File: src/rtl/jtag_host_driver.sv
// JTAG initiator: runs TAP-reset, IR-scan, DR-scan and idle-clock commands on a divided TCK
// and returns the captured TDO bits with a one-cycle response strobe.
module jtag_host_driver #(
    parameter int DATA_W   = 16,
    parameter int LEN_W    = 5,
    parameter int HALF_DIV = 4
) (
    input  logic              i_clk,
    input  logic              i_rst,
    input  logic              i_cmdValid,
    output logic              o_cmdReady,
    input  logic [1:0]        i_cmdOp,
    input  logic [LEN_W-1:0]  i_cmdLen,
    input  logic [DATA_W-1:0] i_cmdData,
    output logic              o_rspValid,
    output logic [DATA_W-1:0] o_rspData,
    output logic              o_busy,
    output logic              o_jtagTCK,
    output logic              o_jtagTMS,
    output logic              o_jtagTDI,
    input  logic              i_jtagTDO
);

    localparam int DIV_W = (HALF_DIV > 1) ? $clog2(HALF_DIV) : 1;
    localparam int IDX_W = $clog2(DATA_W);

    // Handshake: a command transfers on a rising i_clk edge where i_cmdValid and o_cmdReady
    // are both high; o_rspValid is a single-cycle strobe and o_cmdReady is high in that cycle.
    typedef enum logic [2:0] {
        S_AUTO_INIT,
        S_IDLE,
        S_PRE,
        S_SHIFT,
        S_POST,
        S_TRST,
        S_RUNIDLE,
        S_DONE
    } state_t;

    state_t              state_q, state_d, acc_state;
    logic [LEN_W-1:0]    cnt_q, cnt_d;
    logic [LEN_W-1:0]    len_q, acc_len;
    logic                is_ir_q, acc_ir;
    logic [DATA_W-1:0]   data_q;
    logic [DATA_W-1:0]   rsp_q;
    logic [DIV_W-1:0]    div_q;
    logic                tck_q, tms_q, tdi_q;
    logic                tms_d, tdi_d, acc_tms;
    logic                ready_q, busy_q, rsp_valid_q;
    logic                tdo_meta_q, tdo_sync_q;
    logic                half_end, rise_evt, fall_evt;

    // Index of the final TCK within the current segment.
    function automatic logic [LEN_W-1:0] seg_last(state_t st, logic ir, logic [LEN_W-1:0] len);
        case (st)
            S_AUTO_INIT, S_TRST: seg_last = LEN_W'(5);
            S_PRE:               seg_last = ir ? LEN_W'(3) : LEN_W'(2);
            S_SHIFT, S_RUNIDLE:  seg_last = len - LEN_W'(1);
            S_POST:              seg_last = LEN_W'(1);
            default:             seg_last = '0;
        endcase
    endfunction

    function automatic logic tms_at(state_t st, logic [LEN_W-1:0] cnt, logic ir,
                                    logic [LEN_W-1:0] len);
        case (st)
            S_AUTO_INIT, S_TRST: tms_at = (cnt != LEN_W'(5));
            S_PRE:               tms_at = ir ? (cnt < LEN_W'(2)) : (cnt == '0);
            S_SHIFT:             tms_at = (cnt == len - LEN_W'(1));
            S_POST:              tms_at = (cnt == '0);
            default:             tms_at = 1'b0;
        endcase
    endfunction

    assign half_end = (div_q == DIV_W'(HALF_DIV - 1));
    assign rise_evt = half_end & ~tck_q;
    assign fall_evt = half_end & tck_q;

    always_comb begin
        acc_ir    = (i_cmdOp == 2'b01);
        acc_len   = i_cmdLen;
        acc_state = S_RUNIDLE;
        case (i_cmdOp)
            2'b00: acc_state = S_TRST;
            2'b01, 2'b10: begin
                acc_state = S_PRE;
                if (i_cmdLen == '0) begin
                    acc_len = LEN_W'(1);
                end else if (i_cmdLen > LEN_W'(DATA_W)) begin
                    acc_len = LEN_W'(DATA_W);
                end
            end
            default: acc_state = S_RUNIDLE;
        endcase
        acc_tms = tms_at(acc_state, '0, acc_ir, acc_len);
    end

    // Position of the next TCK once the current one completes on the falling edge.
    always_comb begin
        state_d = state_q;
        cnt_d   = cnt_q + LEN_W'(1);
        if (cnt_q == seg_last(state_q, is_ir_q, len_q)) begin
            cnt_d = '0;
            case (state_q)
                S_AUTO_INIT: state_d = S_IDLE;
                S_PRE:       state_d = S_SHIFT;
                S_SHIFT:     state_d = S_POST;
                default:     state_d = S_DONE;
            endcase
        end
        tms_d = tms_at(state_d, cnt_d, is_ir_q, len_q);
        tdi_d = (state_d == S_SHIFT) ? data_q[cnt_d[IDX_W-1:0]] : 1'b0;
    end

    always_ff @(posedge i_clk or posedge i_rst) begin
        if (i_rst) begin
            tdo_meta_q <= 1'b0;
            tdo_sync_q <= 1'b0;
        end else begin
            tdo_meta_q <= i_jtagTDO;
            tdo_sync_q <= tdo_meta_q;
        end
    end

    always_ff @(posedge i_clk or posedge i_rst) begin
        if (i_rst) begin
            state_q     <= S_AUTO_INIT;
            cnt_q       <= '0;
            len_q       <= '0;
            is_ir_q     <= 1'b0;
            data_q      <= '0;
            rsp_q       <= '0;
            div_q       <= '0;
            tck_q       <= 1'b0;
            tms_q       <= 1'b1;
            tdi_q       <= 1'b0;
            ready_q     <= 1'b0;
            busy_q      <= 1'b1;
            rsp_valid_q <= 1'b0;
        end else begin
            rsp_valid_q <= 1'b0;
            case (state_q)
                S_IDLE, S_DONE: begin
                    state_q <= S_IDLE;
                    if (i_cmdValid && ready_q) begin
                        state_q <= acc_state;
                        len_q   <= acc_len;
                        is_ir_q <= acc_ir;
                        data_q  <= i_cmdData;
                        rsp_q   <= '0;
                        cnt_q   <= '0;
                        div_q   <= '0;
                        tms_q   <= acc_tms;
                        tdi_q   <= 1'b0;
                        ready_q <= 1'b0;
                        busy_q  <= 1'b1;
                    end
                end
                default: begin
                    if (state_q == S_RUNIDLE && len_q == '0) begin
                        state_q     <= S_DONE;
                        ready_q     <= 1'b1;
                        busy_q      <= 1'b0;
                        rsp_valid_q <= 1'b1;
                    end else begin
                        div_q <= half_end ? '0 : div_q + DIV_W'(1);
                        if (rise_evt) begin
                            tck_q <= 1'b1;
                            if (state_q == S_SHIFT) begin
                                rsp_q[cnt_q[IDX_W-1:0]] <= tdo_sync_q;
                            end
                        end
                        if (fall_evt) begin
                            tck_q   <= 1'b0;
                            state_q <= state_d;
                            cnt_q   <= cnt_d;
                            tms_q   <= tms_d;
                            tdi_q   <= tdi_d;
                            if (state_d == S_IDLE || state_d == S_DONE) begin
                                ready_q     <= 1'b1;
                                busy_q      <= 1'b0;
                                rsp_valid_q <= (state_d == S_DONE);
                            end
                        end
                    end
                end
            endcase
        end
    end

    assign o_cmdReady = ready_q;
    assign o_rspValid = rsp_valid_q;
    assign o_rspData  = rsp_q;
    assign o_busy     = busy_q;
    assign o_jtagTCK  = tck_q;
    assign o_jtagTMS  = tms_q;
    assign o_jtagTDI  = tdi_q;

endmodule

File: config.mk
export PLATFORM = sky130hd
export DESIGN_NAME = jtag_host_driver
export DESIGN_NICKNAME = d
export VERILOG_FILES = /design/src/rtl/jtag_host_driver.sv
export SDC_FILE = /design/constraint.sdc
export NUM_CORES = 1
export LEC_CHECK = 0
export CORE_MARGIN = 2
export CORE_UTILIZATION = 30
export DETAILED_ROUTE_END_ITERATION = 8
export PLACE_DENSITY = 0.56
export SLEW_MARGIN = 10
export SYNTH_ARGS = -nofsm -noshare
export SYNTH_HDL_FRONTEND = slang
export SYNTH_SLANG_ARGS = --single-unit
File: constraint.sdc
create_clock -name i_clk -period 2.33 [get_ports i_clk]
set_input_delay 0.699 -clock i_clk [delete_from_list [all_inputs] [get_ports i_clk]]
set_output_delay 0.699 -clock i_clk [all_outputs]
set_load 0.05 [all_outputs]
==> Yosys cells after proc, flatten, opt, wreduce, memory -nomap -nowiden <==
Index checks and enable logic that the tools add are counted.
{ "totals": {"mem_count": 0, "register_bits": 56, "word_cells": 142, "mem_bits_rw": 0, "latchBits": 0, "inputBits": 27, "out_inout_bits": 22, "romBits": 0} }
{ "classes": {"magnitude_cmp": 5, "bitwise": 5, "multipliers": 0, "shift": 0, "n_eq_ne": 25, "div_mod_pow": 0, "n_reduce_logical": 30, "n_addsub": 4, "muxes": 58} }
{ "ops": {"columns": ["operator", "count"], "rows": [
  ["two-way mux 16 bit", 5],
  ["two-way mux 5 bit", 8],
  ["two-way mux 1 bit", 28],
  ["equality test 3 bit (second input constant)", 9],
  ["zero test 5 bit", 4],
  ["one-hot mux 5 bit (4 select lines)", 1],
  ["equality test 3 x 2 -> 1 bit (second input constant)", 6],
  ["bitwise mux 16 bit", 1],
  ["two-way mux 3 bit", 5],
  ["equality test 5 bit", 2],
  ["less-than comparator 4 x 5 -> 1 bit (second input constant)", 2],
  ["OR reduction 2 bit", 5],
  ["subtractor 5 x 1 -> 5 bit (second input constant)", 2],
  ["zero test 3 bit", 3],
  ["one-hot mux 3 bit (3 select lines)", 1],
  ["AND reduction 3 bit", 3],
  ["two-way mux 2 bit", 4],
  ["nonzero test 2 bit", 4],
  ["equality test 3 x 1 -> 1 bit (second input constant)", 2],
  ["one-hot mux 3 bit (2 select lines)", 1],
  ["nonzero test 3 bit", 2],
  ["adder 5 x 1 -> 5 bit (second input constant)", 1],
  ["greater-than comparator 5 bit (second input constant)", 1],
  ["less-than comparator 5 x 2 -> 1 bit (second input constant)", 1],
  ["other kinds (19)", 26]
]} }

==> Longest topological paths before layout <==
Gate-level depths: netlist of run 1.
{ "logic_depth": {"depth_word": 11, "ltp_mapped": 10, "depth_no_buf": 9} }

==> Worst setup path after synthesis of run 1 <==
No wires, ideal clock.
{ "synth_timing": {"path_type": "register to register", "start": "register len_q[0]", "end": "register tdi_q (netlist: o_jtagTDI)", "path_slack_ns": -0.169, "path_stages_with_launch": 11, "required_ns": 2.208, "setup_time_ns": 0.122, "arrival_time_ns": 2.378, "path_buffers": 1, "synth_period_minus_slack_ns": 2.499, "cell_sequence": "dfrtp_1 inv_1 ha_1 maj3_2 and2_4 a2111oi_4 o21ai_2 nor3_4 buf_6 mux2i_1 a32o_1"} }
{ "synth_via": {"elab_chain_len": 10, "word_cells_on_any_way": 16, "cone_classes": "add/sub (1); eq/ne (3); mux (9); reduce/logical (3)"} }
{ "synth_rtl": {"columns": ["item", "line", "text"], "rows": [
  ["from (decl)", "42", "logic [LEN_W-1:0] len_q, acc_len;"],
  ["from (signal assigned)", "147", "len_q <= acc_len;"],
  ["subtractor 5 x 1 -> 5 bit", "58", "S_SHIFT, S_RUNIDLE: seg_last = len - LEN_W'(1);"],
  ["one-hot mux 5 bit (4 select lines)", "55", "case (st)"],
  ["equality test 5 bit", "102", "if (cnt_q == seg_last(state_q, is_ir_q, len_q)) begin"],
  ["two-way mux 5 bit", "102", null],
  ["binary-select mux 1 bit (select 4 bit)", "112", "tdi_d = (state_d == S_SHIFT) ? data_q[cnt_d[IDX_W-1:0]] : 1'b0;"],
  ["two-way mux 1 bit (not written as such)", "112", null],
  ["two-way mux 1 bit", "112", null],
  ["two-way mux 1 bit", "173", "if (fall_evt) begin"],
  ["two-way mux 1 bit", "160", "if (state_q == S_RUNIDLE && len_q == '0) begin"],
  ["two-way mux 1 bit", "142", "case (state_q)"],
  ["to (signal assigned)", "178", "tdi_q <= tdi_d;"],
  ["to (decl)", "47", "logic tck_q, tms_q, tdi_q;"]
]} }
Parallel ways exist; a longest one is shown, timed or not. The select of a mux whose other input is x is not followed.
A chain may end at the register's enable or synchronous reset.

==> Worst setup path in the final report of run 1 <==
{ "layout_timing": {"start": "register len_q[1]", "end": "register tms_q (netlist: o_jtagTMS)"} }
{ "layout_via": {"elab_chain_len": 10, "word_cells_on_any_way": 24, "cone_classes": "add/sub (1); order compare (1); eq/ne (8); mux (8); reduce/logical (6)"} }
{ "layout_rtl": {"columns": ["item", "line", "text"], "rows": [
  ["subtractor 5 x 1 -> 5 bit", "58, 69", null],
  ["one-hot mux 5 bit (4 select lines)", "55", null],
  ["equality test 5 bit", "102", null],
  ["two-way mux 5 bit or two-way mux 3 bit (tied branches)", "102", null],
  ["less-than comparator 5 x 2 -> 1 bit, or another cell as far along", "68", "S_PRE: tms_at = ir ? (cnt < LEN_W'(2)) : (cnt == '0);"],
  ["two-way mux 1 bit or OR reduction 2 bit (tied branches)", "68, 66", null],
  ["one-hot mux 1 bit (4 select lines)", "66", "case (st)"],
  ["two-way mux 1 bit", "173", null],
  ["two-way mux 1 bit", "160", null],
  ["two-way mux 1 bit", "142", null],
  ["to (signal assigned)", "153", "tms_q <= acc_tms;"],
  ["to (signal assigned)", "177", "tms_q <= tms_d;"],
  ["to (decl)", "47", null]
]} }
Parallel ways exist; a longest one is shown, timed or not. The select of a mux whose other input is x is not followed.

==> results.sh, run 1 <==
export IMPL_end_kind="register"
export IMPL_finalSetupViolCount=5
export IMPL_drive_gt1_frac=0.2069
export IMPL_ys_async_sr_fraction=1.000
export IMPL_clock_power_share=0.423
export IMPL_p_leak_nw=2.088
export IMPL_yosys_area_top_type="dfrtp_1"
export IMPL_worst_path_max_fanout=9
export IMPL_p_per_area_nw_per_um2=400.9
export IMPL_worstPathRequired_ns=2.53
export IMPL_gp_congestion=0.8380
export IMPL_die_height_microns=110.2
export IMPL_netlist_instances=379
export IMPL_synthTopCellsByArea="dfrtp_1 40%, nand2_1 9.4%, o21ai_0 5.6%"
export IMPL_seq_area_frac_synth=0.4148
export IMPL_fmax_ghz=0.4239
export IMPL_cts_tree="done"
export IMPL_ys_warnings_count=0
export IMPL_cts_sinks=56
export IMPL_status="finished with violations"
export IMPL_synth_fp_nets=417
export IMPL_synth_edff_count=0
export IMPL_hold_buffers=0
export IMPL_rsz0062_at_grt="true"
export IMPL_cts_made_buffers=5
export IMPL_hold_viol=0
export IMPL_coreArea_sq_um=10940
export IMPL_drt_initial_drc_count=155
export IMPL_intPower_mw=1.450
export IMPL_wire_per_inst_microns=14.76
export IMPL_tightest_slew_ns=0.5372
export IMPL_syn_area_sq_um=3384
export IMPL_utilization=0.4168
export IMPL_power_switching_mw=0.3775
export IMPL_firstDrtPassIters=5
export IMPL_io_pins=49
export IMPL_worst_setup_path_start_kind="register"
export IMPL_start_util=0.3095
export IMPL_dieArea_sq_um=12150
export IMPL_dp_hpwl_mm=6.871
export IMPL_die_x_microns=110.2
export IMPL_pwr_share_comb=0.044
export IMPL_path_cells="inv_2 -> ha_4 -> maj3_2 -> and2_4 -> a2111oi_4 -> o21ai_2 -> nor3_4 -> buf_12 -> mux2i_2 -> o41ai_2"
export IMPL_ys_ff_latch=56
export IMPL_seqPwrFrac=0.533
export IMPL_gr_total_overflow=0
export IMPL_synth_ff_type="dfrtp_1"
export IMPL_post_synth_num_cell_types=63
export IMPL_grt_max_degree=31
export IMPL_relSlewSlack=0.6406
export IMPL_insertion_delay_ns=0.29
export IMPL_grt_pass1_wl_mm=14.49
export IMPL_h_tree_depth=2
export IMPL_period_share=1.013
export IMPL_rows=38
export IMPL_clock_skew_ns=0.004714
export IMPL_clockRootBuffer="clkbuf_16"
export IMPL_slowest_delay_ns=0.39
export IMPL_violations="negative setup slack"
export IMPL_setup_tns_ns=-0.06883
export IMPL_grt_pass1_vias=2899
export IMPL_synth_avg_cell_area_sq_um=8.930
export IMPL_clk_path_buf_depth=2
export IMPL_wl_mm=8.915
export IMPL_vdd_drop_max_mv=0.3181
export IMPL_route_detailed_drc=0
export IMPL_maxCapViolCount=0
export IMPL_routed_via_density=4.997
export IMPL_hp_class="reg2reg"
export IMPL_crit_slowest_cell="dfrtp_1"
export IMPL_power_switching_share=0.2066
export IMPL_pre_cts_ws_ns=-0.1180
export IMPL_timing_final_ws_setup_ns=-0.02921
export IMPL_num_fill_cells=1128
export IMPL_antenna_found_initial=0
export IMPL_area_growth_pct=34.68
export IMPL_ant_nets=0
export IMPL_nNetsFinal=501
export IMPL_via_count=3018
export IMPL_final_max_slew_violation_count=0
export IMPL_antenna_cells=0
export IMPL_p_total_mw=1.827
export IMPL_layout_min_cycle_time_ns=2.359
export IMPL_worstPathArrival_ns=2.56
export IMPL_yosysTopAreaCellShare=0.3993
export IMPL_port_buffers=48
export IMPL_path_class="reg2reg"
export IMPL_cts_clk_slew_worst_paths_ns=0.07
export IMPL_grt_use_total=0.1536
-- synth_stat cells, drive strengths merged, types with 4 or more instances --
cell type   n
ha         11
nor3b       5
xnor2       4
mux2i       4
dfrtp      54
nor3        5
nor2       19
clkbuf     12
nand2b      4
a21oi      21
o21ai      39
a31oi       9
xor2        7
inv        13
nand3      15
and3        5
nand2      85
o31ai       4
buf        10
-- sequential cells by signal, indices dropped and copies added (netlist names) --
name,count
cnt_q,5
data_q,16
div_q,2
is_ir_q,1
len_q,5
o_busy,1
o_cmdReady,1
o_jtagTCK,1
o_jtagTDI,1
o_jtagTMS,1
o_rspData,16
o_rspValid,1
state_q,3
tdo_meta_q,1
tdo_sync_q,1
-- worst paths after layout --
check,from,endpoint,slack (ns),cells past startpoint
hold reg to reg,tdo_meta_q,tdo_sync_q,0.35,0
setup reg to reg,len_q[1],o_jtagTMS,-0.03,10
setup / recovery,len_q[1],o_jtagTMS,-0.03,10
hold / removal,tdo_meta_q,tdo_sync_q,0.35,0
min in group asynchronous,i_rst,o_rspData[3],0.68,2
max in group asynchronous,i_rst,data_q[11],1.15,3
-- cells by family (layout without fill, tap and decap cells) --
kind of cell / after synthesis / after routing / synth area share
multiplexers: 8 / 8 / 0.03512
AO/OA/AOI/OAI: 103 / 103 / 0.2022
flip-flops: 56 / 56 / 0.4148
XOR/XNOR: 12 / 12 / 0.04399
adder cells (fa/ha/maj): 12 / 12 / 0.04399
AND/OR/NAND/NOR: 153 / 153 / 0.2144
buffers and inverters: 35 / 120 / 0.04547
-- repair_timing --
action                     in CTS  in global routing
buffers inserted                6                  0
hold endpoints to repair        0                  0
resized for setup               6                  6
pin swaps                       2                  0
setup endpoints to repair       5                  9
-- power groups by stage --
stage | sequential, mW | clock (mW) | combinational, mW
after floorplan | 0.993 | 0 | 0.0212
after global placement | 0.993 | 0 | 0.0818
after detailed placement | 0.993 | 0 | 0.0831
after CTS | 0.974 | 0.797 | 0.0837
after global routing | 0.974 | 0.838 | 0.0895
final | 0.974 | 0.772 | 0.0811
-- worst max-delay path: cells and delay by family, from the launching register on --
kind,cells,cell delay (ns)
fa+ha+maj,2,0.52
flops,1,0.39
compound gates,3,0.68
simple gates,2,0.35
mux,1,0.07
buf+inv,2,0.24
-- layout by cell type (no fill, tap or decap), types with 5 or more instances in the layout --
cell              n
clkdlybuf4s50_1  46
xor2_1            5
nand2_1          85
nor2_1           18
nand3_1          15
buf_4            50
o21ai_0          36
and3_1            5
ha_1             10
inv_1            10
a31oi_1           8
clkbuf_16         5
dfrtp_1          54
a21oi_1          21
-- metal layers --
layer / routed length, microns / global-route usage
met4: 78 / 0.04018
met2: 4456 / 0.2638
met5: 0 / 0
met3: 329 / 0.01705
met1: 4051 / 0.2063
-- final cells by class --
cell class | count | area, sq um | share of cell area
timing repair buffer | 99 | 895.9 | 0.1965
multi-input combinational | 288 | 1884 | 0.4134
clock buffer | 7 | 142.6 | 0.03129
inverter | 13 | 48.80 | 0.01071
tap | 140 | 175.2 | 0.03843
sequential | 56 | 1404 | 0.3080
clock inverter | 1 | 7.507 | 0.001647
-- stage by stage --
| stage | hold WS [ns] | area [sq um] | instances |
|---|---|---|---|
| 2_1_floorplan | 0.3312 | 3398 | 379 |
| 6_report | 0.3508 | 4558 | 604 |
| 5_1_grt | 0.3717 | 4558 | 604 |
| 4_1_cts | 0.3549 | 4542 | 604 |
| 3_5_place_dp | 0.3472 | 4318 | 590 |
| 3_3_place_gp | 0.3414 | 4318 | 590 |
Note: power is estimated with default switching activity, not from simulation.
==> inputs of run 2 (changes only) <==
--- a/config.mk
+++ b/config.mk
@@ -13,3 +13,4 @@
 export SYNTH_ARGS = -nofsm -noshare
 export SYNTH_HDL_FRONTEND = slang
 export SYNTH_SLANG_ARGS = --single-unit
+export TNS_END_PERCENT = 1
==> constraint.sdc (replaced) <==
create_clock -name i_clk -period 2.33 [get_ports i_clk]
set_input_delay 0.466 -clock i_clk [delete_from_list [all_inputs] [get_ports i_clk]]
set_output_delay 0.466 -clock i_clk [all_outputs]
set_load 0.05 [all_outputs]
==> results.sh, run 2 (synthesis gave the netlist of run 1 again) <==
export IMPL_status="finished with violations"
export IMPL_violations="negative setup slack"
export IMPL_dp_hpwl_mm=6.609
export IMPL_start_util=0.3095
export IMPL_rsz0062_at_grt="true"
export IMPL_routed_via_density=5.065
export IMPL_worstPathArrival_ns=2.58
export IMPL_antenna_cells=0
export IMPL_cts_sinks=56
export IMPL_utilization=0.4132
export IMPL_tightest_slew_ns=0.5062
export IMPL_cts_made_buffers=5
export IMPL_p_per_area_nw_per_um2=406.6
export IMPL_hp_class="reg2reg"
export IMPL_port_buffers=48
export IMPL_vdd_drop_max_mv=0.2628
export IMPL_wl_mm=8.841
export IMPL_rrSetupSlack_ns=-0.03
export IMPL_rows=38
export IMPL_grt_pass1_vias=2965
export IMPL_path_class="reg2reg"
export IMPL_slowest_delay_ns=0.60
export IMPL_setup_tns_ns=-0.03033
export IMPL_clock_skew_ns=0.004431
export IMPL_worstPathRequired_ns=2.55
export IMPL_io_pins=49
export IMPL_firstDrtPassIters=4
export IMPL_timing_final_ws_setup_ns=-0.03033
export IMPL_route_detailed_drc=0
export IMPL_hold_slack_ns=0.3636
export IMPL_ant_nets=0
export IMPL_end_kind="register"
export IMPL_dieArea_sq_um=12150
export IMPL_grt_use_total=0.1576
export IMPL_grt_max_degree=57
export IMPL_worst_path_max_fanout=5
export IMPL_crit_slowest_cell="or4b_2"
export IMPL_gr_total_overflow=0
export IMPL_maxCapViolCount=0
export IMPL_finalSetupViolCount=1
export IMPL_wire_per_inst_microns=14.76
export IMPL_period_share=1.013
export IMPL_relSlewSlack=0.6615
export IMPL_cts_tree="done"
export IMPL_drive_gt1_frac=0.1939
export IMPL_path_cells="buf_4 -> ha_1 -> nand3_1 -> nor2_1 -> or4b_2 -> a31oi_1 -> o31ai_1 -> a32oi_1 -> o41ai_2"
export IMPL_via_count=3034
export IMPL_final_max_slew_violation_count=0
export IMPL_final_common_cell="nand2_1"
export IMPL_antenna_found_initial=0
export IMPL_coreArea_sq_um=10940
export IMPL_area_growth_pct=33.49
export IMPL_fmax_ghz=0.4237
export IMPL_h_tree_depth=2
export IMPL_nNetsFinal=496
export IMPL_clk_path_buf_depth=2
export IMPL_die_x_microns=110.2
export IMPL_gp_congestion=0.8542
export IMPL_p_leak_nw=2.060
export IMPL_drt_initial_drc_count=159
export IMPL_layout_common_cells="85 x nand2_1, 52 x dfrtp_1, 48 x clkdlybuf4s50_1, 42 x buf_4, 37 x o21ai_0"
export IMPL_clockRootBuffer="clkbuf_16"
export IMPL_cts_clk_slew_worst_paths_ns=0.07
export IMPL_layout_min_cycle_time_ns=2.360
export IMPL_grt_pass1_wl_mm=14.88
export IMPL_crit_buf_inv=1
export IMPL_die_height_microns=110.2
export IMPL_hold_viol=0
export IMPL_cp_top_family="simple AND/OR/NAND/NOR gates"
export IMPL_worst_setup_path_start_kind="register"
export IMPL_insertion_delay_ns=0.30
## run 2: cell types whose count changed in the layout (fill, tap and decap cells not counted), moves of 2 or more
cell,change
buf_4,-8
clkdlybuf4s50_1,+2
dfrtp_1,-2
dfrtp_2,+2
## run 2: per-layer routing
metal  vias to the layer above  wire (microns)  global-route usage
li1                       1498               -                   -
met1                      1461            3957              0.2064
met2                        64            4428              0.2677
met3                        11             316             0.01822
met4                         0             138             0.05804
met5                         -               0                   0
## run 2: where the power goes
part	internal (mW)	switching, mW
sequential	0.973	0.000704
combinational	0.0453	0.0322
clock	0.431	0.355
total	1.45	0.388
## run 2: path summary, 6_finish.rpt
| kind | start | to | depth (start not counted) |
|---|---|---|---|
| min reg2reg | tdo_meta_q | tdo_sync_q | 0 |
| max reg2reg | cnt_q[1] | o_jtagTMS | 9 |
| max in group asynchronous | i_rst | o_jtagTMS | 3 |
| min in group asynchronous | i_rst | data_q[10] | 3 |
| max | cnt_q[1] | o_jtagTMS | 9 |
| min | tdo_meta_q | tdo_sync_q | 0 |
## run 2: metrics by stage
step           area, sq um  instances  setup slack (ns)  power, mW
2_1_floorplan         3398        379          -0.02691      1.014
3_3_place_gp          4288        587          -0.02074      1.072
3_5_place_dp          4288        587          -0.09439      1.073
4_1_cts               4501        599          -0.02278      1.865
5_1_grt               4518        599           -0.1173      1.912
6_report              4518        599          -0.03033      1.837
## run 2: timing repair
action | in CTS | in global routing
gates cloned | 0 | 0
endpoints found under the setup margin | 5 | 19
hold buffers | 0 | 0
pin swaps | 2 | 1
buffers inserted | 4 | 0
resized for setup | 4 | 7
## run 2: worst register-to-register path, delay by kind of cell, from the launching register on
family	cells	cell delay, ns
AO/OA/AOI/OAI	4	0.72
adder cells (fa/ha/maj)	1	0.24
AND/OR/NAND/NOR	3	0.78
flip-flops	1	0.39
buffers and inverters	1	0.15
## run 2: cell type report
cell class	count	area, sq um
Fill cell	1109	6417
Clock inverter	2	13.76
Sequential cell	56	1406
Tap cell	140	175.2
Multi-Input combinational cell	288	1868
Timing Repair Buffer	94	867.1
Inverter	13	48.80
Clock buffer	6	138.9
